$ cat src/rtl/legv8_ctrl_pkg.sv
// Shared definitions for the LEGv8 multi-cycle control unit: FSM states,
// instruction classes, opcode values, ALU function selects, instruction
// field positions and an immediate sign-extension helper.
package legv8_ctrl_pkg;

    typedef enum logic [2:0] {
        ST_FETCH  = 3'd0,
        ST_DECODE = 3'd1,
        ST_EXEC   = 3'd2,
        ST_MEM    = 3'd3,
        ST_HALT   = 3'd4
    } state_t;

    typedef enum logic [3:0] {
        IC_ADD, IC_SUB, IC_AND, IC_ORR,
        IC_ADDI, IC_SUBI,
        IC_LDUR, IC_STUR,
        IC_CBZ, IC_CBNZ,
        IC_B,
        IC_ILL
    } iclass_t;

    // Opcodes, grouped by the width of the opcode field they occupy
    localparam logic [10:0] OP_ADD  = 11'b10001011000;
    localparam logic [10:0] OP_SUB  = 11'b11001011000;
    localparam logic [10:0] OP_AND  = 11'b10001010000;
    localparam logic [10:0] OP_ORR  = 11'b10101010000;
    localparam logic [10:0] OP_LDUR = 11'b11111000010;
    localparam logic [10:0] OP_STUR = 11'b11111000000;
    localparam logic [9:0]  OP_ADDI = 10'b1001000100;
    localparam logic [9:0]  OP_SUBI = 10'b1101000100;
    localparam logic [7:0]  OP_CBZ  = 8'b10110100;
    localparam logic [7:0]  OP_CBNZ = 8'b10110101;
    localparam logic [5:0]  OP_B    = 6'b000101;

    // ALU function selects
    localparam logic [4:0] FS_AND = 5'b00000;
    localparam logic [4:0] FS_ORR = 5'b00100;
    localparam logic [4:0] FS_ADD = 5'b01000;
    localparam logic [4:0] FS_SUB = 5'b01001;

    // Instruction field positions
    localparam int OPC11_LSB = 21;
    localparam int OPC10_LSB = 22;
    localparam int OPC8_LSB  = 24;
    localparam int OPC6_LSB  = 26;
    localparam int REG_W     = 5;
    localparam int RD_LSB    = 0;
    localparam int RT_LSB    = 0;
    localparam int RN_LSB    = 5;
    localparam int RM_LSB    = 16;
    localparam int IMM12_LSB = 10;
    localparam int IMM12_W   = 12;
    localparam int IMM9_LSB  = 12;
    localparam int IMM9_W    = 9;
    localparam int IMM19_LSB = 5;
    localparam int IMM19_W   = 19;
    localparam int IMM26_LSB = 0;
    localparam int IMM26_W   = 26;

    // Sign-extend the low 'width' bits of 'field' to 64 bits
    function automatic logic [63:0] sign_extend(input logic [25:0] field, input int width);
        logic [63:0] ext_mask;
        logic [63:0] sign_mask;
        logic [63:0] raw;
        raw       = 64'(field);
        ext_mask  = {64{1'b1}} << width;
        sign_mask = 64'd1 << (width - 1);
        return (|(raw & sign_mask)) ? (raw | ext_mask) : (raw & ~ext_mask);
    endfunction

endpackage

$ cat src/rtl/legv8_pc_unit.sv
// Program counter for the LEGv8 control unit: holds the PC, advances by 4
// or by a branch offset when told to, freezes otherwise. During reset the
// output already shows the reset value so the imem address is clean.
module legv8_pc_unit #(
    parameter int                  PC_WIDTH = 64,
    parameter logic [PC_WIDTH-1:0] PC_RESET = '0
) (
    input  logic                clock,
    input  logic                reset,
    input  logic                advance,
    input  logic                take_branch,
    input  logic [PC_WIDTH-1:0] branch_offset,
    output logic [PC_WIDTH-1:0] pc
);

    logic [PC_WIDTH-1:0] pc_reg;
    logic [PC_WIDTH-1:0] pc_next;

    // Sequential or branch target, wrapping silently at the top
    always_comb begin
        pc_next = pc_reg + (take_branch ? branch_offset : PC_WIDTH'(4));
    end

    // PC register: reset load, advance on instruction retire, else hold
    always_ff @(posedge clock) begin
        if (reset) begin
            pc_reg <= PC_RESET;
        end else if (advance) begin
            pc_reg <= pc_next;
        end
    end

    assign pc = reset ? PC_RESET : pc_reg;

endmodule

$ cat src/rtl/legv8_control_unit.sv
// Multi-cycle LEGv8 control FSM (FETCH -> DECODE -> EXEC -> [MEM] -> FETCH,
// plus HALT). Control outputs are combinational decodes of (state, IR) and
// are forced to zero while reset is high so an aborted store never writes.
// Optional build macro LEGV8_CTRL_CBNZ_EN: when defined CBNZ is executed
// (branch on Z=0); when undefined CBNZ is an illegal opcode and halts.
module legv8_control_unit
    import legv8_ctrl_pkg::*;
#(
    parameter int                  PC_WIDTH = 64,
    parameter logic [PC_WIDTH-1:0] PC_RESET = '0
) (
    input  logic                clock,
    input  logic                reset,
    output logic [PC_WIDTH-1:0] pc,
    input  logic [31:0]         instr,
    input  logic [3:0]          status,
    output logic [4:0]          SA,
    output logic [4:0]          SB,
    output logic [4:0]          DA,
    output logic [4:0]          FS,
    output logic                Cin,
    output logic [63:0]         k,
    output logic                selbork,
    output logic                W,
    output logic                writeEn,
    output logic                readEn,
    output logic                triSelBtoD,
    output logic                triSelFtoD,
    output logic                triSelFtoA,
    output logic                triSelOuttoD,
    output logic                halted
);

    state_t      state_reg;
    logic [31:0] ir_reg;
    logic        halted_reg;
    iclass_t     iclass;
    logic [4:0]  alu_fs;
    logic        alu_cin;
    logic [4:0]  rd, rn, rm, rt;
    logic [63:0] imm12_k;
    logic [63:0] imm9_k;
    logic [63:0] br_off64;
    logic        pc_adv;
    logic        pc_branch;
    logic        unused_status;

    // Only the Z flag steers control; the other flags are datapath-only
    assign unused_status = ^status[3:1];

    // Classify the held instruction and pull out its fields
    always_comb begin
        iclass = IC_ILL;
        if (ir_reg[OPC11_LSB +: 11] == OP_ADD)       iclass = IC_ADD;
        else if (ir_reg[OPC11_LSB +: 11] == OP_SUB)  iclass = IC_SUB;
        else if (ir_reg[OPC11_LSB +: 11] == OP_AND)  iclass = IC_AND;
        else if (ir_reg[OPC11_LSB +: 11] == OP_ORR)  iclass = IC_ORR;
        else if (ir_reg[OPC11_LSB +: 11] == OP_LDUR) iclass = IC_LDUR;
        else if (ir_reg[OPC11_LSB +: 11] == OP_STUR) iclass = IC_STUR;
        else if (ir_reg[OPC10_LSB +: 10] == OP_ADDI) iclass = IC_ADDI;
        else if (ir_reg[OPC10_LSB +: 10] == OP_SUBI) iclass = IC_SUBI;
        else if (ir_reg[OPC8_LSB +: 8] == OP_CBZ)    iclass = IC_CBZ;
`ifdef LEGV8_CTRL_CBNZ_EN
        else if (ir_reg[OPC8_LSB +: 8] == OP_CBNZ)   iclass = IC_CBNZ;
`endif
        else if (ir_reg[OPC6_LSB +: 6] == OP_B)      iclass = IC_B;

        rd = ir_reg[RD_LSB +: REG_W];
        rt = ir_reg[RT_LSB +: REG_W];
        rn = ir_reg[RN_LSB +: REG_W];
        rm = ir_reg[RM_LSB +: REG_W];

        imm12_k = 64'(ir_reg[IMM12_LSB +: IMM12_W]);
        imm9_k  = sign_extend(26'(ir_reg[IMM9_LSB +: IMM9_W]), IMM9_W);
        if (iclass == IC_B) begin
            br_off64 = sign_extend(ir_reg[IMM26_LSB +: IMM26_W], IMM26_W) << 2;
        end else begin
            br_off64 = sign_extend(26'(ir_reg[IMM19_LSB +: IMM19_W]), IMM19_W) << 2;
        end

        alu_fs  = FS_ADD;
        alu_cin = 1'b0;
        case (iclass)
            IC_SUB, IC_SUBI: begin
                alu_fs  = FS_SUB;
                alu_cin = 1'b1;
            end
            IC_AND:  alu_fs = FS_AND;
            IC_ORR:  alu_fs = FS_ORR;
            default: alu_fs = FS_ADD;
        endcase
    end

    // Datapath control word and PC advance, decoded from state and IR
    always_comb begin
        SA           = '0;
        SB           = '0;
        DA           = '0;
        FS           = '0;
        Cin          = 1'b0;
        k            = '0;
        selbork      = 1'b0;
        W            = 1'b0;
        writeEn      = 1'b0;
        readEn       = 1'b0;
        triSelBtoD   = 1'b0;
        triSelFtoD   = 1'b0;
        triSelFtoA   = 1'b0;
        triSelOuttoD = 1'b0;
        halted       = 1'b0;
        pc_adv       = 1'b0;
        pc_branch    = 1'b0;
        if (!reset) begin
            halted = halted_reg;
            case (state_reg)
                ST_EXEC: begin
                    case (iclass)
                        IC_ADD, IC_SUB, IC_AND, IC_ORR: begin
                            SA         = rn;
                            SB         = rm;
                            DA         = rd;
                            FS         = alu_fs;
                            Cin        = alu_cin;
                            W          = 1'b1;
                            triSelFtoD = 1'b1;
                            pc_adv     = 1'b1;
                        end
                        IC_ADDI, IC_SUBI: begin
                            SA         = rn;
                            DA         = rd;
                            FS         = alu_fs;
                            Cin        = alu_cin;
                            k          = imm12_k;
                            selbork    = 1'b1;
                            W          = 1'b1;
                            triSelFtoD = 1'b1;
                            pc_adv     = 1'b1;
                        end
                        IC_LDUR, IC_STUR: begin
                            SA         = rn;
                            k          = imm9_k;
                            selbork    = 1'b1;
                            FS         = FS_ADD;
                            triSelFtoA = 1'b1;
                        end
                        IC_CBZ, IC_CBNZ: begin
                            SA        = rt;
                            selbork   = 1'b1;
                            FS        = FS_ADD;
                            pc_adv    = 1'b1;
                            pc_branch = (iclass == IC_CBZ) ? status[0] : ~status[0];
                        end
                        IC_B: begin
                            pc_adv    = 1'b1;
                            pc_branch = 1'b1;
                        end
                        default: ;
                    endcase
                end
                ST_MEM: begin
                    // Address path held from EXEC so the RAM address is stable
                    SA         = rn;
                    k          = imm9_k;
                    selbork    = 1'b1;
                    FS         = FS_ADD;
                    triSelFtoA = 1'b1;
                    pc_adv     = 1'b1;
                    if (iclass == IC_LDUR) begin
                        readEn       = 1'b1;
                        triSelOuttoD = 1'b1;
                        DA           = rt;
                        W            = 1'b1;
                    end else begin
                        SB         = rt;
                        triSelBtoD = 1'b1;
                        writeEn    = 1'b1;
                    end
                end
                default: ;
            endcase
        end
    end

    // Sequencer: state, instruction register and sticky halt flag
    always_ff @(posedge clock) begin
        if (reset) begin
            state_reg  <= ST_FETCH;
            ir_reg     <= '0;
            halted_reg <= 1'b0;
        end else begin
            case (state_reg)
                ST_FETCH:  state_reg <= ST_DECODE;
                ST_DECODE: begin
                    ir_reg    <= instr;
                    state_reg <= ST_EXEC;
                end
                ST_EXEC: begin
                    case (iclass)
                        IC_LDUR, IC_STUR: state_reg <= ST_MEM;
                        IC_ILL: begin
                            state_reg  <= ST_HALT;
                            halted_reg <= 1'b1;
                        end
                        default: state_reg <= ST_FETCH;
                    endcase
                end
                ST_MEM:  state_reg <= ST_FETCH;
                ST_HALT: state_reg <= ST_HALT;
                default: state_reg <= ST_FETCH;
            endcase
        end
    end

    legv8_pc_unit #(
        .PC_WIDTH (PC_WIDTH),
        .PC_RESET (PC_RESET)
    ) u_pc (
        .clock         (clock),
        .reset         (reset),
        .advance       (pc_adv),
        .take_branch   (pc_branch),
        .branch_offset (br_off64[PC_WIDTH-1:0]),
        .pc            (pc)
    );

endmodule

$ cat config.mk
export PLATFORM = sky130hd
export DESIGN_NAME = legv8_control_unit
export DESIGN_NICKNAME = d
export VERILOG_FILES = /design/src/rtl/legv8_ctrl_pkg.sv /design/src/rtl/legv8_pc_unit.sv /design/src/rtl/legv8_control_unit.sv
export SDC_FILE = /design/constraint.sdc
export NUM_CORES = 1
export LEC_CHECK = 0
export BUFFER_PORTS_ARGS = -buffer_cell sky130_fd_sc_hd__buf_4
export CORE_MARGIN = 5
export CORE_UTILIZATION = 60
export DETAILED_ROUTE_END_ITERATION = 16
export GPL_TIMING_DRIVEN = 1
export PLACE_DENSITY = 0.93
export SLEW_MARGIN = 20
export SYNTH_ARGS = -nofsm -noshare
export SYNTH_HDL_FRONTEND = slang
export SYNTH_HIERARCHICAL = 1
export SYNTH_SLANG_ARGS = --single-unit
$ cat constraint.sdc
create_clock -name clock -period 8.3 [get_ports clock]
set_input_delay 0.415 -clock clock [delete_from_list [all_inputs] [get_ports clock]]
set_output_delay 0.415 -clock clock [all_outputs]
set_load 0.005 [all_outputs]
# [Word level (Yosys, flattened, before mapping)]
# Index checks and enable logic that the tools add are counted.
[word_totals] wordCells=109 output_inout_bits=158 regBits=100 inputBits=38
[classes] bitwise=1 n_mux=65 n_eq_ne=25 reduce_logical=13 addsub=1
[op_table] op="$mux W64" n=5
[op_table] op="$pmux W64 S2" n=2
[op_table] op="$mux W62" n=2
[op_table] op="$eq A11 B11 Y1 const B" n=6
[op_table] op="$add A64 B64 Y64" n=1
[op_table] op="$pmux W5 S2" n=6
[op_table] op="$mux W5" n=8
[op_table] op="$mux W4" n=8
[op_table] op="$mux W1" n=25
[op_table] op="$eq A10 B10 Y1 const B" n=2
[op_table] op="$eq A4 B3 Y1 const B" n=4
[op_table] op="$eq A4 B4 Y1 const B" n=4
[op_table] op="$pmux W3 S4" n=1
[op_table] op="$pmux W4 S3" n=1
[op_table] op="$reduce_or A6 Y1" n=2
[op_table] op="$pmux W1 S2" n=5
[op_table] op="$reduce_or A9 Y1" n=1
[op_table] op="$eq A4 B2 Y1 const B" n=2
[op_table] op="$eq A8 B8 Y1 const B" n=1
[op_table] op="$reduce_or A2 Y1" n=4
[op_table] op="$reduce_or A4 Y1" n=2
[op_table] op="$reduce_or A8 Y1" n=1
[op_table] op="$eq A3 B2 Y1 const B" n=2
[op_table] op="$eq A6 B3 Y1 const B" n=1
[op_table] op="other kinds (9)" n=9

# [Logic depth before layout (Yosys ltp)]
[depth] ltp_word=18 mapped_depth=22 mapped_depth_nobuf=19

# [Cells and area by module]
# Netlist, hierarchy kept.
[by_module_without_submodules] mod="legv8_pc_unit" area_per_inst_um2=6652.6 instances=1 seq_area_each_um2=1281.2 cells_per_inst=876
[by_module_without_submodules] mod="legv8_control_unit" area_per_inst_um2=2752.6 instances=1 seq_area_each_um2=720.7 cells_per_inst=410

# [Least setup slack after synthesis]
# Ideal clock, no wire load.
[synth_path] path_type="flip-flop to flip-flop" startpoint="register ir_reg[21]" endpoint="register u_pc.pc_reg[61]" required_ns=8.214 path_stages_with_launch=22 arrival_ns=4.829 path_slack_ns=3.386 synth_period_minus_slack_ns=4.914 path_cell_list="dfxtp_1 > nor4b_4 > nand4_4 > or2_4 > a221o_1 > a2111oi_2 > clkbuf_1 > clkbuf_1 > and2_1 > ha_1 > buf_6 > a21o_1 > a21o_1 > a21o_1 > a21o_1 > a21o_1 > or3_1 > o21a_1 > a311oi_2 > o21ai_1 > xnor2_1 > a211oi_1"
[synth_via] elab_chain_len=14 elab_cells_between_ends=35 cone_classes="add/sub: 1; eq/ne: 14; mux: 17; reduce/logical: 3"
[synth_lines] element="start, declared" line="legv8_control_unit.sv:35" rtl="logic [31:0] ir_reg;"
[synth_lines] element="start signal, assigned" line="legv8_control_unit.sv:194" rtl="ir_reg <= instr;"
[synth_lines] element="$eq A11 B11 Y1" line="legv8_control_unit.sv:59" rtl="else if (ir_reg[OPC11_LSB +: 11] == OP_STUR) iclass = IC_STUR;"
[synth_lines] element="$mux W4" line="legv8_control_unit.sv:59"
[synth_lines] element="$mux W4" line="legv8_control_unit.sv:58" rtl="else if (ir_reg[OPC11_LSB +: 11] == OP_LDUR) iclass = IC_LDUR;"
[synth_lines] element="$mux W4" line="legv8_control_unit.sv:57" rtl="else if (ir_reg[OPC11_LSB +: 11] == OP_ORR) iclass = IC_ORR;"
[synth_lines] element="$mux W4" line="legv8_control_unit.sv:56" rtl="else if (ir_reg[OPC11_LSB +: 11] == OP_AND) iclass = IC_AND;"
[synth_lines] element="$mux W4" line="legv8_control_unit.sv:55" rtl="else if (ir_reg[OPC11_LSB +: 11] == OP_SUB) iclass = IC_SUB;"
[synth_lines] element="$mux W4 (*)" line="legv8_control_unit.sv:54" rtl="if (ir_reg[OPC11_LSB +: 11] == OP_ADD) iclass = IC_ADD;"
[synth_lines] element="$eq A4 B4 Y1, on equally long branches" line="legv8_control_unit.sv:117, legv8_control_unit.sv:151"
[synth_lines] element="$mux W1 / $reduce_or A2 Y1 (equally long branches)" line="legv8_control_unit.sv:151, legv8_control_unit.sv:117"
[synth_lines] element="$pmux W1 S2 (*)" line="legv8_control_unit.sv:117" rtl="case (iclass)"
[synth_lines] element="$mux W1 (*)" line="legv8_control_unit.sv:115" rtl="case (state_reg)"
[synth_lines] element="$mux W1 (*)" line="legv8_control_unit.sv:113" rtl="if (!reset) begin"
[synth_lines] element="named net pc_branch" line="legv8_control_unit.sv:45" rtl="logic pc_branch;"
[synth_lines] element="$mux W64 (*)" line="legv8_pc_unit.sv:21" rtl="pc_next = pc_reg + (take_branch ? branch_offset : PC_WIDTH'(4));"
[synth_lines] element="$add A64 B64 Y64 (*)" line="legv8_pc_unit.sv:21"
[synth_lines] element="end signal, assigned" line="legv8_pc_unit.sv:29" rtl="pc_reg <= pc_next;"
[synth_lines] element="end, declared" line="legv8_pc_unit.sv:16" rtl="logic [PC_WIDTH-1:0] pc_reg;"
# Mark *: on every way through the listed nets, which the timed path passes. The rest lies on a longest branch.
# A chain may end at the register's enable or synchronous reset.

# [Final worst setup path]
[layout_path] startpoint="register ir_reg[26]" endpoint="register u_pc.pc_reg[61]"
[layout_via] elab_chain_len=18 elab_cells_between_ends=41 cone_classes="add/sub: 1; eq/ne: 18; mux: 19; reduce/logical: 3"
[layout_lines] element="$eq A6 B3 Y1" line="legv8_control_unit.sv:66" rtl="else if (ir_reg[OPC6_LSB +: 6] == OP_B) iclass = IC_B;"
[layout_lines] element="$mux W1" line="legv8_control_unit.sv:66"
[layout_lines] element="$mux W2" line="legv8_control_unit.sv:62" rtl="else if (ir_reg[OPC8_LSB +: 8] == OP_CBZ) iclass = IC_CBZ;"
[layout_lines] element="$mux W4" line="legv8_control_unit.sv:61" rtl="else if (ir_reg[OPC10_LSB +: 10] == OP_SUBI) iclass = IC_SUBI;"
[layout_lines] element="$mux W4" line="legv8_control_unit.sv:60" rtl="else if (ir_reg[OPC10_LSB +: 10] == OP_ADDI) iclass = IC_ADDI;"
[layout_lines] element="$mux W4" line="legv8_control_unit.sv:59"
[layout_lines] element="$mux W4" line="legv8_control_unit.sv:58"
[layout_lines] element="$mux W4" line="legv8_control_unit.sv:57"
[layout_lines] element="(+3 left out)"
[layout_lines] element="$eq A4 B4 Y1, on equally long branches" line="legv8_control_unit.sv:117, legv8_control_unit.sv:151"
[layout_lines] element="$mux W1 / $reduce_or A2 Y1 (equally long branches)" line="legv8_control_unit.sv:151, legv8_control_unit.sv:117"
[layout_lines] element="$pmux W1 S2 (*)" line="legv8_control_unit.sv:117"
[layout_lines] element="$mux W1 (*)" line="legv8_control_unit.sv:115"
[layout_lines] element="$mux W1 (*)" line="legv8_control_unit.sv:113"
[layout_lines] element="named net pc_branch" line="legv8_control_unit.sv:45"
[layout_lines] element="$mux W64 (*)" line="legv8_pc_unit.sv:21"
[layout_lines] element="$add A64 B64 Y64 (*)" line="legv8_pc_unit.sv:21"
# Marked as above.

==> summary.txt <==
Run status
  • Run status: completed

STA
  • Setup tns final: 0 ps
  • Final setup violation count: 0
  • Final Hold Viols: 0
  • Clock Skews: between 10 and 15 ps
  • Max Slew Vio Count: 0
  • Worst-margin pin slew: 1180 ps
  • RSZ-0062 raised after global routing: false
  • Fmax: between 150 and 200 MHz
  • Rel. slew slack: 0.207
  • Final worst slack: 1990 ps
  • Final period util: 0.760
  • Final min period: ~6300 ps

Global routing
  • Antenna violations before repair: 0
  • Vias in the first global route: 8788
  • First-pass GRT wire length: between 40 and 50 mm
  • Remaining Overflow, GRT: 0
  • Pin count of the biggest net entering global routing: 86
  • Global Route Usage Sum: 0.285

Synthesis
  • Synth top area share: 0.213
  • YS warnings: 6
  • Sequential share of the synthesized area: 0.213
  • Ys async rst share: 0
  • #FFs+latches synth: 100
  • Gate count of the mapped netlist: between 1000 and 1500
  • Distinct cells, synth: 83
  • Synthesized cell area: around 9400 um2
  • Number of synthesized flops with an enable pin: 0
  • Top_reg_cell synth: dfxtp_1
  • Dominant cell type by area after synthesis: dfxtp_1
  • Synth area leaders: dfxtp_1 21%, ha_1 8.4%, nand2_1 7.4%
  • Mean Syn Cell Area: roughly 7.3 um2

Worst setup path
  • Max incr delay on CP: 730 ps
  • Family with the most delay on the worst path: compound AO/OA/AOI/OAI gates
  • Crit path launch type: flop
  • Worst setup path start: ir_reg[26]$_SDFFE_PP0N_
  • Setup crit end kind: flop
  • Maximum fanout along the worst path: 64
  • CP cell instances: nor2b_1, nand4b_1, o211a_1, a221o_1, a2111oi_4, buf_4, and2_1, ha_1, a21oi_1, o21ai_0, a22oi_1, a21boi_0, nor4b_1, o22ai_2, o21a_1, a311oi_2, o21ai_1, xnor2_1, a211oi_1
  • Sum of buffers and inverters on the critical path: 1
  • Critical path type: reg -> reg
  • Crit path DAT: roughly 6600 ps
  • Crit-path slowest cell: nand4b_1
  • WP data required: approximately 8600 ps
  • Reg-to-Reg Start: ir_reg[26]$_SDFFE_PP0N_

Detailed routing
  • Mean number of vias per cell: about 6
  • TritonRoute pass-1 iters: 6
  • Initial DRC Count: slightly above 1000
  • Post-route ant nets: 0
  • Final wirelength: approximately 27 mm
  • Routed len/inst: 17.1 um
  • Via count: about 9500
  • Drc violations: 0

Pwr
  • Leakage: around 5.0 nW
  • Worst vdd ir: 0.000103 V
  • PwrDens: 101 nW/um2

Placement
  • Port Buf Inserts: between 150 and 200
  • Routability congestion estimate: approximately 1
  • Placed Area: 10400 um2
  • Final HPWL DP: a little under 20 mm
  • Dpl ws: between 2000 and 2500 ps

Clock tree
  • Root Buffer: clkbuf_16
  • Post-CTS Hold Buffers: 0
  • # H-tree levels: 3
  • CTS clock-pin slew for the worst setup and hold paths: ~80 ps
  • # resized after CTS: 0
  • Clk buf depth: 2
  • CTS tree: yes
  • CTS buffer count: 9
  • Insertion delay to the later sink of the worst-skew pair: between 300 and 400 ps
  • Clock sinks: 100
  • Postcts setup bufs: 0

Die
  • Chip Width: roughly 140 um
  • Rows: between 40 and 50
  • Initial Utilization: 0.614
  • Die Y: between 100 and 150 um
  • CORE AREA: 15300 um2
  • I/O pin total: roughly 200
  • Die ar.: about 18000 um2

Finish
  • Commonest non-fill, non-tap cells in the layout: 195 x buf_4, 186 x nand2_1, 118 x a21oi_1, 100 x dfxtp_1, 98 x nor2_1
  • Area Growth Syn to Fin: 14.4%
  • Fill cells: about 1300
  • Cell area after layout: ~11000 um2
  • Layout cells sized above 1: 0.176
  • Nets@finish: between 1000 and 1500
  • Largest register FFs: 64
  • Diode count: 0
  • Commonest non-fill, non-tap cell in the layout: buf_4
  • Fin util: 0.702

Flow run
  • Max-Cap Viols: 0

Hold path
  • HP Start: instr[5]
  • Hold Path Class: in -> reg
==> synth_stat cells (all sizes together), types with 9 or more instances <==
cell	count
clkbuf	61
nor3	19
nand2b	10
and2	68
mux2i	39
buf	72
o21bai	9
ha	63
a21o	55
inv	19
a31oi	16
o21ai	51
dfxtp	100
nand2	186
xnor2	30
a22oi	15
nor2	99
a21oi	118
xor2	28
and3	15
nand4	17
nand3	14
nor2b	77
a211oi	9
==> through the flow <==
stage / instances / hold slack, ps / power (mW)
detailed placement: 1562 / 452 / 0.661
global placement: 1562 / 434 / 0.658
CTS: 1578 / 281 / 1.09
floorplan: 1289 / 423 / 0.615
global route: 1579 / 280 / 1.12
finish: 1579 / 290 / 1.09
==> power by group <==
part	switching, mW	total (mW)	internal [mW]
registers	0.0311	0.528	0.497
logic	0.0807	0.126	0.0453
clock network	0.219	0.432	0.212
==> worst paths after layout <==
path                            slack (ps)                            to  cells after the start
worst max-delay path                  1990  u_pc/pc_reg[61]$_SDFFE_PP0P_                     19
worst max register to register        1990  u_pc/pc_reg[61]$_SDFFE_PP0P_                     19
worst min-delay path                   290        ir_reg[5]$_SDFFE_PP0N_                      3
worst min register to register         490       state_reg[0]$_SDFF_PP0_                      1
==> cells by family (layout without fill, tap and decap cells) <==
group / count (synthesis) / after routing / synth area share
adder cells (fa/ha/maj): 64 / 64 / 0.0859
flip-flops: 100 / 100 / 0.213
multiplexers: 39 / 39 / 0.0415
AO/OA/AOI/OAI: 334 / 334 / 0.231
other: 1 / 4 / 0.000399
AND/OR/NAND/NOR: 537 / 537 / 0.288
XOR/XNOR: 58 / 58 / 0.0540
buffers and inverters: 153 / 232 / 0.0862
==> worst register-to-register path: cells and delay by family, from the launching register on <==
kind	cells	cell delay [ps]
adder cells (fa/ha/maj)	1	320
AO/OA/AOI/OAI	12	3100
flip-flops	1	410
XOR/XNOR	1	130
buffers and inverters	1	530
AND/OR/NAND/NOR	4	1740
==> area by class of cell <==
type	count	area, um2	area share
clock inverter	7	67.6	0.00628
multi-input combinational	1036	6640	0.617
sequential	100	2000	0.186
timing repair buffer	196	1480	0.138
inverter	20	75.1	0.00698
clock buffer	9	225	0.0209
tap	211	264	0.0245
==> routing by layer <==
metal,vias up,routed length [um],global-route usage
met5,-,0,0
met4,0,624,0.0969
met3,51,1740,0.0431
met2,375,12900,0.485
met1,4435,11700,0.369
li1,4599,-,-
Power figures use the tool's default switching activity.
